<file path="config.mk">
export PLATFORM = sky130hd
export DESIGN_NAME = uart_receiver
export DESIGN_NICKNAME = d
export VERILOG_FILES = /design/src/rtl/uart_pkg.sv /design/src/rtl/sync_2ff.sv /design/src/rtl/uart_receiver.sv
export SDC_FILE = /design/constraint.sdc
export NUM_CORES = 1
export LEC_CHECK = 0
export CAP_MARGIN = 20
export CORE_ASPECT_RATIO = 0.6
export CORE_UTILIZATION = 55
export DETAILED_ROUTE_END_ITERATION = 16
export PLACE_DENSITY = 0.88
export SLEW_MARGIN = 20
export SYNTH_ARGS = -nofsm -noshare
export SYNTH_HDL_FRONTEND = slang
export SYNTH_SLANG_ARGS = --single-unit
</file>
<file path="constraint.sdc">
create_clock -name clk -period 1.98 [get_ports clk]
set_input_delay 0.297 -clock clk [delete_from_list [all_inputs] [get_ports clk]]
set_output_delay 0.297 -clock clk [all_outputs]
set_load 0.02 [all_outputs]
</file>
<file path="src/rtl/uart_pkg.sv">
// uart_pkg: shared definitions for the UART receive path.
//   rx_state_e                 receiver FSM state encodings (3-bit)
//   UART_DEFAULT_CLKS_PER_BIT  25 MHz / 115200 baud
//   UART_DATA_BITS, UART_LAST_BIT_IDX, UART_FRAME_BITS  frame length constants
// Build option: UART_RX_PARITY_EN selects 8E1 framing instead of 8N1.
package uart_pkg;

   typedef enum logic [2:0] {
      sIDLE    = 3'd0,
      sSTART   = 3'd1,
      sDATA    = 3'd2,
      sPARITY  = 3'd3,
      sSTOP    = 3'd4,
      sRECOVER = 3'd5
   } rx_state_e;

   localparam int unsigned UART_DEFAULT_CLKS_PER_BIT = 217;
   localparam int unsigned UART_DATA_BITS            = 8;
   localparam logic [2:0]  UART_LAST_BIT_IDX         = 3'(UART_DATA_BITS - 1);

`ifdef UART_RX_PARITY_EN
   localparam int unsigned UART_FRAME_BITS = 11;
`else
   localparam int unsigned UART_FRAME_BITS = 10;
`endif

endpackage

</file>
<file path="src/rtl/sync_2ff.sv">
// sync_2ff: generic 1-bit two-flop synchroniser for asynchronous pin inputs.
// Resets to 1 so an idle-high serial line looks idle straight out of reset.
//   clk_i   sampling clock
//   rst_ni  asynchronous active-low reset
//   d_i     asynchronous input
//   q_o     synchronised output
module sync_2ff (
   input  logic clk_i,
   input  logic rst_ni,
   input  logic d_i,
   output logic q_o
);

   logic [1:0] sync_q;

   always_ff @(posedge clk_i or negedge rst_ni) begin
      if (!rst_ni) begin
         sync_q <= 2'b11;
      end else begin
         sync_q <= {sync_q[0], d_i};
      end
   end

   assign q_o = sync_q[1];

endmodule

</file>
<file path="src/rtl/uart_receiver.sv">
// uart_receiver: serial-to-parallel UART receiver, 8N1 (or 8E1 when the
// UART_RX_PARITY_EN macro is defined). Samples each bit at mid-bit.
//   clk         system clock, rising edge
//   resetn      asynchronous active-low reset
//   rx          asynchronous serial line, idles high
//   data        last good byte, held until the next good frame
//   data_ready  one-cycle strobe when data updates
//   busy        high from start-bit detection until back in idle
//   frame_err   one-cycle strobe when the stop bit is sampled low
//   parity_err  one-cycle strobe on even-parity failure (0 without parity)
module uart_receiver
   import uart_pkg::*;
#(
   parameter int unsigned CLKS_PER_BIT = UART_DEFAULT_CLKS_PER_BIT
) (
   input  logic       clk,
   input  logic       resetn,
   input  logic       rx,
   output logic [7:0] data,
   output logic       data_ready,
   output logic       busy,
   output logic       frame_err,
   output logic       parity_err
);

   localparam int unsigned   CW        = $clog2(CLKS_PER_BIT);
   localparam logic [CW-1:0] BIT_LAST  = CW'(CLKS_PER_BIT - 1);
   localparam logic [CW-1:0] HALF_LAST = CW'(CLKS_PER_BIT / 2 - 1);

   logic          rx_s;
   rx_state_e     state_q, state_d;
   logic [CW-1:0] cnt_q, cnt_d;
   logic [2:0]    bit_q, bit_d;
   logic [7:0]    shift_q, shift_d;
   logic [7:0]    data_q, data_d;
   logic          ready_q, ready_d;
   logic          ferr_q, ferr_d;
   logic          perr_q, perr_d;
   logic          armed_q, armed_d;
   logic          par_fail;

   sync_2ff u_sync (
      .clk_i  (clk),
      .rst_ni (resetn),
      .d_i    (rx),
      .q_o    (rx_s)
   );

`ifdef UART_RX_PARITY_EN
   logic par_bad_q, par_bad_d;

   always_ff @(posedge clk or negedge resetn) begin
      if (!resetn) begin
         par_bad_q <= 1'b0;
      end else begin
         par_bad_q <= par_bad_d;
      end
   end

   assign par_fail = par_bad_q;
`else
   assign par_fail = 1'b0;
`endif

   // State register
   always_ff @(posedge clk or negedge resetn) begin
      if (!resetn) begin
         state_q <= sIDLE;
         cnt_q   <= '0;
         bit_q   <= '0;
         shift_q <= '0;
         data_q  <= '0;
         ready_q <= 1'b0;
         ferr_q  <= 1'b0;
         perr_q  <= 1'b0;
         armed_q <= 1'b0;
      end else begin
         state_q <= state_d;
         cnt_q   <= cnt_d;
         bit_q   <= bit_d;
         shift_q <= shift_d;
         data_q  <= data_d;
         ready_q <= ready_d;
         ferr_q  <= ferr_d;
         perr_q  <= perr_d;
         armed_q <= armed_d;
      end
   end

   // Next-state and datapath
   always_comb begin
      state_d = state_q;
      cnt_d   = cnt_q + CW'(1);
      bit_d   = bit_q;
      shift_d = shift_q;
      data_d  = data_q;
      ready_d = 1'b0;
      ferr_d  = 1'b0;
      perr_d  = 1'b0;
      // Start detection is held off until the line has been seen high once
      // after reset, so a line stuck low cannot trigger a false frame.
      armed_d = armed_q | rx_s;
`ifdef UART_RX_PARITY_EN
      par_bad_d = par_bad_q;
`endif

      unique case (state_q)
         sIDLE: begin
            cnt_d = '0;
            bit_d = '0;
`ifdef UART_RX_PARITY_EN
            par_bad_d = 1'b0;
`endif
            if (armed_q && !rx_s) begin
               state_d = sSTART;
            end
         end

         sSTART: begin
            if (cnt_q == HALF_LAST) begin
               cnt_d   = '0;
               state_d = rx_s ? sIDLE : sDATA;
            end
         end

         sDATA: begin
            if (cnt_q == BIT_LAST) begin
               cnt_d   = '0;
               shift_d = {rx_s, shift_q[7:1]};
               bit_d   = bit_q + 3'd1;
               if (bit_q == UART_LAST_BIT_IDX) begin
`ifdef UART_RX_PARITY_EN
                  state_d = sPARITY;
`else
                  state_d = sSTOP;
`endif
               end
            end
         end

         sPARITY: begin
`ifdef UART_RX_PARITY_EN
            if (cnt_q == BIT_LAST) begin
               cnt_d     = '0;
               par_bad_d = (rx_s != ^shift_q);
               state_d   = sSTOP;
            end
`else
            cnt_d   = '0;
            state_d = sIDLE;
`endif
         end

         sSTOP: begin
            // Leaves at mid-stop-bit so a following start bit is not missed.
            if (cnt_q == BIT_LAST) begin
               cnt_d  = '0;
               perr_d = par_fail;
               if (rx_s) begin
                  state_d = sIDLE;
                  if (!par_fail) begin
                     data_d  = shift_q;
                     ready_d = 1'b1;
                  end
               end else begin
                  ferr_d  = 1'b1;
                  state_d = sRECOVER;
               end
            end
         end

         sRECOVER: begin
            cnt_d = '0;
            if (rx_s) begin
               state_d = sIDLE;
            end
         end

         default: begin
            cnt_d   = '0;
            state_d = sIDLE;
         end
      endcase
   end

   // Outputs
   always_comb begin
      busy       = (state_q != sIDLE);
      data       = data_q;
      data_ready = ready_q;
      frame_err  = ferr_q;
      parity_err = perr_q;
   end

endmodule

</file>
# == After elaboration in Yosys (flattened, before gate mapping) ==
# Cells that the tools add are included.
# totals
ff_bits,35
latchBits,0
ram_bits,0
mem_bits_ro,0
inputBits,3
output_inout_bits,12
wordCells,55
memories,0
# classes
n_addsub,2
multipliers,0
div_mod_pow,0
magnitude_cmp,0
eq_ne,13
shifts,0
n_mux,20
n_bitwise,1
n_reduce_logical,10
# op_table
cell,count
$mux W3,8
$mux W8,2
$pmux W8 S2,1
$pmux W3 S5,1
$ne A2 B2 Y1 const B,5
$eq A3 B3 Y1 const B,3
$add A8 B1 Y8 const B,1
$eq A8 B7 Y1 const B,1
$eq A8 B8 Y1 const B,1
$mux W1,6
$pmux W3 S2,1
$reduce_and A6 Y1,1
$reduce_and A2 Y1,2
$add A3 B1 Y3 const B,1
$eq A3 B1 Y1 const B,1
$eq A3 B2 Y1 const B,1
$logic_not A3 Y1,1
$reduce_and A3 Y1,1
$reduce_bool A3 Y1,1
$mux W2,1
$ne A2 B1 Y1 const B,1
$reduce_bool A2 Y1,1
$reduce_or A2 Y1,1
$logic_and A1 B1 Y1,1
2 further kinds,2

# == Longest topological paths before layout ==
# depth
ltp_word,4
mapped_depth,6
ltp_nobuf,5

# == By module ==
# A second synthesis with hierarchy kept.
# hier_totals
hier_cells,123
hier_area_um2,1566.5
# modules_own_cells
mod,n_inst,cells_each,area_per_inst_um2,seq_area_each_um2
uart_receiver,1,121,1514.0,825.8
sync_2ff,1,2,52.6,52.6

# == Worst setup path before layout ==
# Ideal clock, no wire load.
# synth_timing
path_kind,reg2reg
from,reg state_q[0]
to,"reg data_q[0], in the netlist data[0]"
setup_ps,125
t_arrival_ps,1666
required_ps,1855
setup_slack_ps,189
path_stages_with_launch,5
path_buffers,1
synth_period_minus_slack_ps,1791
path_cell_list,dfrtp_1 -> buf_2 -> or3b_1 -> nor4_4 -> mux2_2
# synth_via
elab_chain_cells,2
# synth_rtl
element,line,rtl
start: declaration,uart_receiver.sv:31,"rx_state_e state_q, state_d;"
start signal: assignment,uart_receiver.sv:68,state_q <= sIDLE;
start signal: assignment,uart_receiver.sv:78,state_q <= state_d;
$eq A3 B3 Y1,uart_receiver.sv:107,unique case (state_q)
$reduce_and A3 Y1 (no line),-,
end signal: assignment,uart_receiver.sv:82,data_q <= data_d;
end: declaration,uart_receiver.sv:35,"logic [7:0] data_q, data_d;"
# No other way between the ends.
# A chain may end at the register's enable or synchronous reset.

# == Final worst setup path ==
# layout_timing
from,reg cnt_q[0]
to,reg cnt_q[1]
# layout_via
elab_chain_cells,3
elab_cells_between_ends,6
cone_classes,add/sub (1); eq/ne (2); mux (3)
# layout_rtl
element,line,rtl
start: declaration,uart_receiver.sv:32,"logic [CW-1:0] cnt_q, cnt_d;"
start signal: assignment,uart_receiver.sv:79,cnt_q <= cnt_d;
"$add A8 B1 Y8, or another cell as far along",uart_receiver.sv:93,cnt_d = cnt_q + CW'(1);
"$mux W8, on equally long branches","uart_receiver.sv:127, uart_receiver.sv:156, uart_receiver.sv:120",
$pmux W8 S2 (*),uart_receiver.sv:107,
net cnt_d[1],uart_receiver.sv:32,
# The timed path passes the listed nets; every way through them passes the cells marked *.

==> results.cfg <==
[status]
status = finished clean

[die]
floorplan.die_area_um2 = 3030
ioPinCount = 15
floorplan.initialDensity = 0.600
dieHeight_um = 43.1
die_w_um = 70.4
placement_row_count = 14
core_area_um2 = 2570

[critical_path]
cp.buffers_inverters = 1
worst-path-max-fanout = 8
critical-path-top-delay-family = compound AO/OA/AOI/OAI gates
path_depth = 5
timing.critical_path.to_type = flop
worstSetupPathType = flop to flop
required_ps = 2160
reg2reg_depth = 5
timing.critical_path.slowest_cell_delay_ps = 560
critical-path-slowest-cell = sky130_fd_sc_hd__a2111o_1
regToRegEndpoint = cnt_q[1]
startpoint_type = flop
timing.critical_path.arrival_ps = 2040
worst_r2r_startpoint = cnt_q[0]
worstPathCellList = inv_1, ha_1, and4b_1, a2111o_1, a21boi_0
reg2reg_slack_ps = 120

[clock_tree]
cts-htree-levels = 2
clk_pin_slew_ps = 70
cts_sink_cnt = 35
max-clock-path-buffers = 2
cts_made_buffers = 5
clk_latency_worst_skew_pair_ps = 280
cts_tree = built
cts_root_buffer = sky130_fd_sc_hd__clkbuf_8

[yosys]
post_synth_mux_area_share = 0.136
yosys_most_used_dff = sky130_fd_sc_hd__dfrtp_1
synth_compound_gate_area_share = 0.0842
synth_edf_count = 0
synthArstFlopShare = 1.00
post_synth_xor_area_fraction = 0.0170
mean_cell_area_of_the_mapped_netlist_um2 = 12.8
synth_nets = 128
sequential_cell_area_fraction_in_the_yosys_report = 0.568
synthesis.area_um2 = 1550
synth_top_family_by_area = multiplexers
yosys.area_share.adder = 0.0324
post_synth_inst_count = 121
postSynthRegisterBits = 35
post_synth_num_cell_types = 40
total_of_warnings_raised_by_yosys = 0
synthSimpleGateAreaFrac = 0.134

[detailed_routing]
drt-total-wl_um = 2820
post-route-drc-count = 0
routed_via_density = 5.78
routed-via-count = 1012
detail_route.first_pass.iterations = 4
antenna_violating_nets_post_route = 0
drt-wirelength-per-cell_um = 16.1
drt_first_iter_violations = 50

[layout]
most-common-layout-cells = sky130_fd_sc_hd__dfrtp_1 (33), sky130_fd_sc_hd__mux2_2 (13), sky130_fd_sc_hd__clkdlybuf4s50_1 (12)
layout.cells.most_common = sky130_fd_sc_hd__dfrtp_1
syn_to_final_growth_pct = 18.8
final_cells = 175
antenna_cells_inserted = 0
finish.net_count = 149
share_of_final_layout_standard_cells_stronger_than_drive_strength_1 = 0.231

[pwr]
static-leakage-power_uw = 0.000842
power_per_cell_area_nw_per_um2 = 877
power.combinational.fraction = 0.128
switch_pwr_uw = 428
vdd_ir_drop_max_uv = 689
power_report.internal_total_uw = 1180
clockPowerShare = 0.345
power.share.sequential = 0.527
p_sw_frac = 0.266
power.total_uw = 1610

[timing]
finalSetupViolations = 0
finalWorstSetupSlack_ps = 121
grt_setup_unrepaired = no
setup_total_negative_slack_ps = 0
finalCritPeriodShare = 0.939
final_hold_viols = 0
period_minus_slack_ps = 1860
fmax_mhz = 538
drv_slew = 0
fin_worst_skew_ps = 5.92

[global_routing]
globalRouteTotalUtil = 0.220
antenna_found_initial = 0
grt_busiest_layer = met2
grt_max_degree = 36
wire_length_of_the_first_global_routing_pass_um = 4800
met2_usage_in_global_routing = 0.339
grt_util_met3 = 0.0713
first_global_vias = 991
leftover_overflow_at_the_end_of_global_routing = 0
use_met1 = 0.283

[hold_path]
hold_path.class = flop to flop
worstHoldPathCells = 0
min_to = u_sync.sync_q[1]
hold_path_startpoint = u_sync.sync_q[0]

[run]
maximum_capacitance_violations = 0

[place]
preCtsSetupSlack_ps = 51.8
place.detailed.instances = 167
port_buffers = 13
hpwl_um = 2060
place.gp.congestion = 0.863
## cell families (layout without fill, tap and decap cells)
kind of cell	Yosys count	after routing
buffers and inverters	9	31
other	1	1
AO/OA/AOI/OAI	18	18
flip-flops	35	35
multiplexers	19	19
adder cells (fa/ha/maj)	4	4
AND/OR/NAND/NOR	32	32
XOR/XNOR	3	3
## per-layer routing
| layer | vias to the layer above | wire [um] |
|---|---|---|
| met5 | - | 0 |
| met1 | 497 | 1300 |
| met2 | 26 | 1340 |
| met3 | 7 | 132 |
| met4 | 0 | 42 |
| li1 | 482 | - |
## final cells by class
type,instances,area [um^2]
Clock buffer,7,96.3
Clock inverter,1,7.51
Fill cell,184,739
Inverter,5,18.8
Multi-Input combinational cell,77,628
Sequential cell,35,878
Tap cell,32,40.0
Timing Repair Buffer,18,166
## worst max-delay path by stage
stage                    start  slack (ps)         end
floorplan           state_q[0]         190     data[0]
global placement      cnt_q[0]         180  shift_q[5]
detailed placement    cnt_q[1]          50  shift_q[5]
CTS                   cnt_q[1]          40  shift_q[1]
global route          cnt_q[0]          20    cnt_q[1]
finish                cnt_q[0]         120    cnt_q[1]
## flip-flops by register name (all words and copies together), names as in the netlist
register       cells
state_q            3
data_ready         1
u_sync.sync_q      2
frame_err          1
data               8
armed_q            1
bit_q              3
shift_q            8
cnt_q              8
## cell usage after synthesis, types with 3 or more instances
master | instances | area [um^2]
sky130_fd_sc_hd__dfrtp_1 | 33 | 826
sky130_fd_sc_hd__mux2_2 | 13 | 146
sky130_fd_sc_hd__nand2_1 | 6 | 22.5
sky130_fd_sc_hd__a21oi_1 | 5 | 25.0
sky130_fd_sc_hd__inv_1 | 5 | 18.8
sky130_fd_sc_hd__ha_1 | 4 | 50.1
sky130_fd_sc_hd__nand3_1 | 4 | 20.0
sky130_fd_sc_hd__or3_1 | 4 | 25.0
sky130_fd_sc_hd__a22oi_1 | 3 | 22.5
sky130_fd_sc_hd__mux2_1 | 3 | 33.8
sky130_fd_sc_hd__mux2i_1 | 3 | 30.0
sky130_fd_sc_hd__o21ai_0 | 3 | 15.0
## power by group through the flow
stage / clock network (uW) / logic [uW] / registers (uW)
3_3_place_gp: 0 / 195 / 852
2_1_floorplan: 0 / 151 / 836
6_report: 556 / 205 / 849
5_1_grt: 601 / 236 / 859
4_1_cts: 573 / 205 / 846
3_5_place_dp: 0 / 204 / 859
## worst reg2reg max path: stages (launching register included)
cell and delay [ps]:
sky130_fd_sc_hd__dfrtp_1 420, sky130_fd_sc_hd__inv_1 60, sky130_fd_sc_hd__ha_1 200, sky130_fd_sc_hd__and4b_1 260
sky130_fd_sc_hd__a2111o_1 560, sky130_fd_sc_hd__a21boi_0 260
## through the flow
step	utilization	hold WS (ps)	cell area, um^2
floorplan	-	1.41	1550
global placement	0.672	346	1730
detailed placement	0.672	353	1730
CTS	0.712	363	1830
global route	0.713	371	1840
finish	0.713	363	1840
## timing repair
item / in CTS / in global routing
hold buffers: 0 / 0
buffers inserted: 0 / 0
endpoints found under the setup margin: 1 / 11
pin swaps: 0 / 0
resized for setup: 1 / 1
cloned: 0 / 0
No activity file was read; power rests on OpenSTA's default activity.
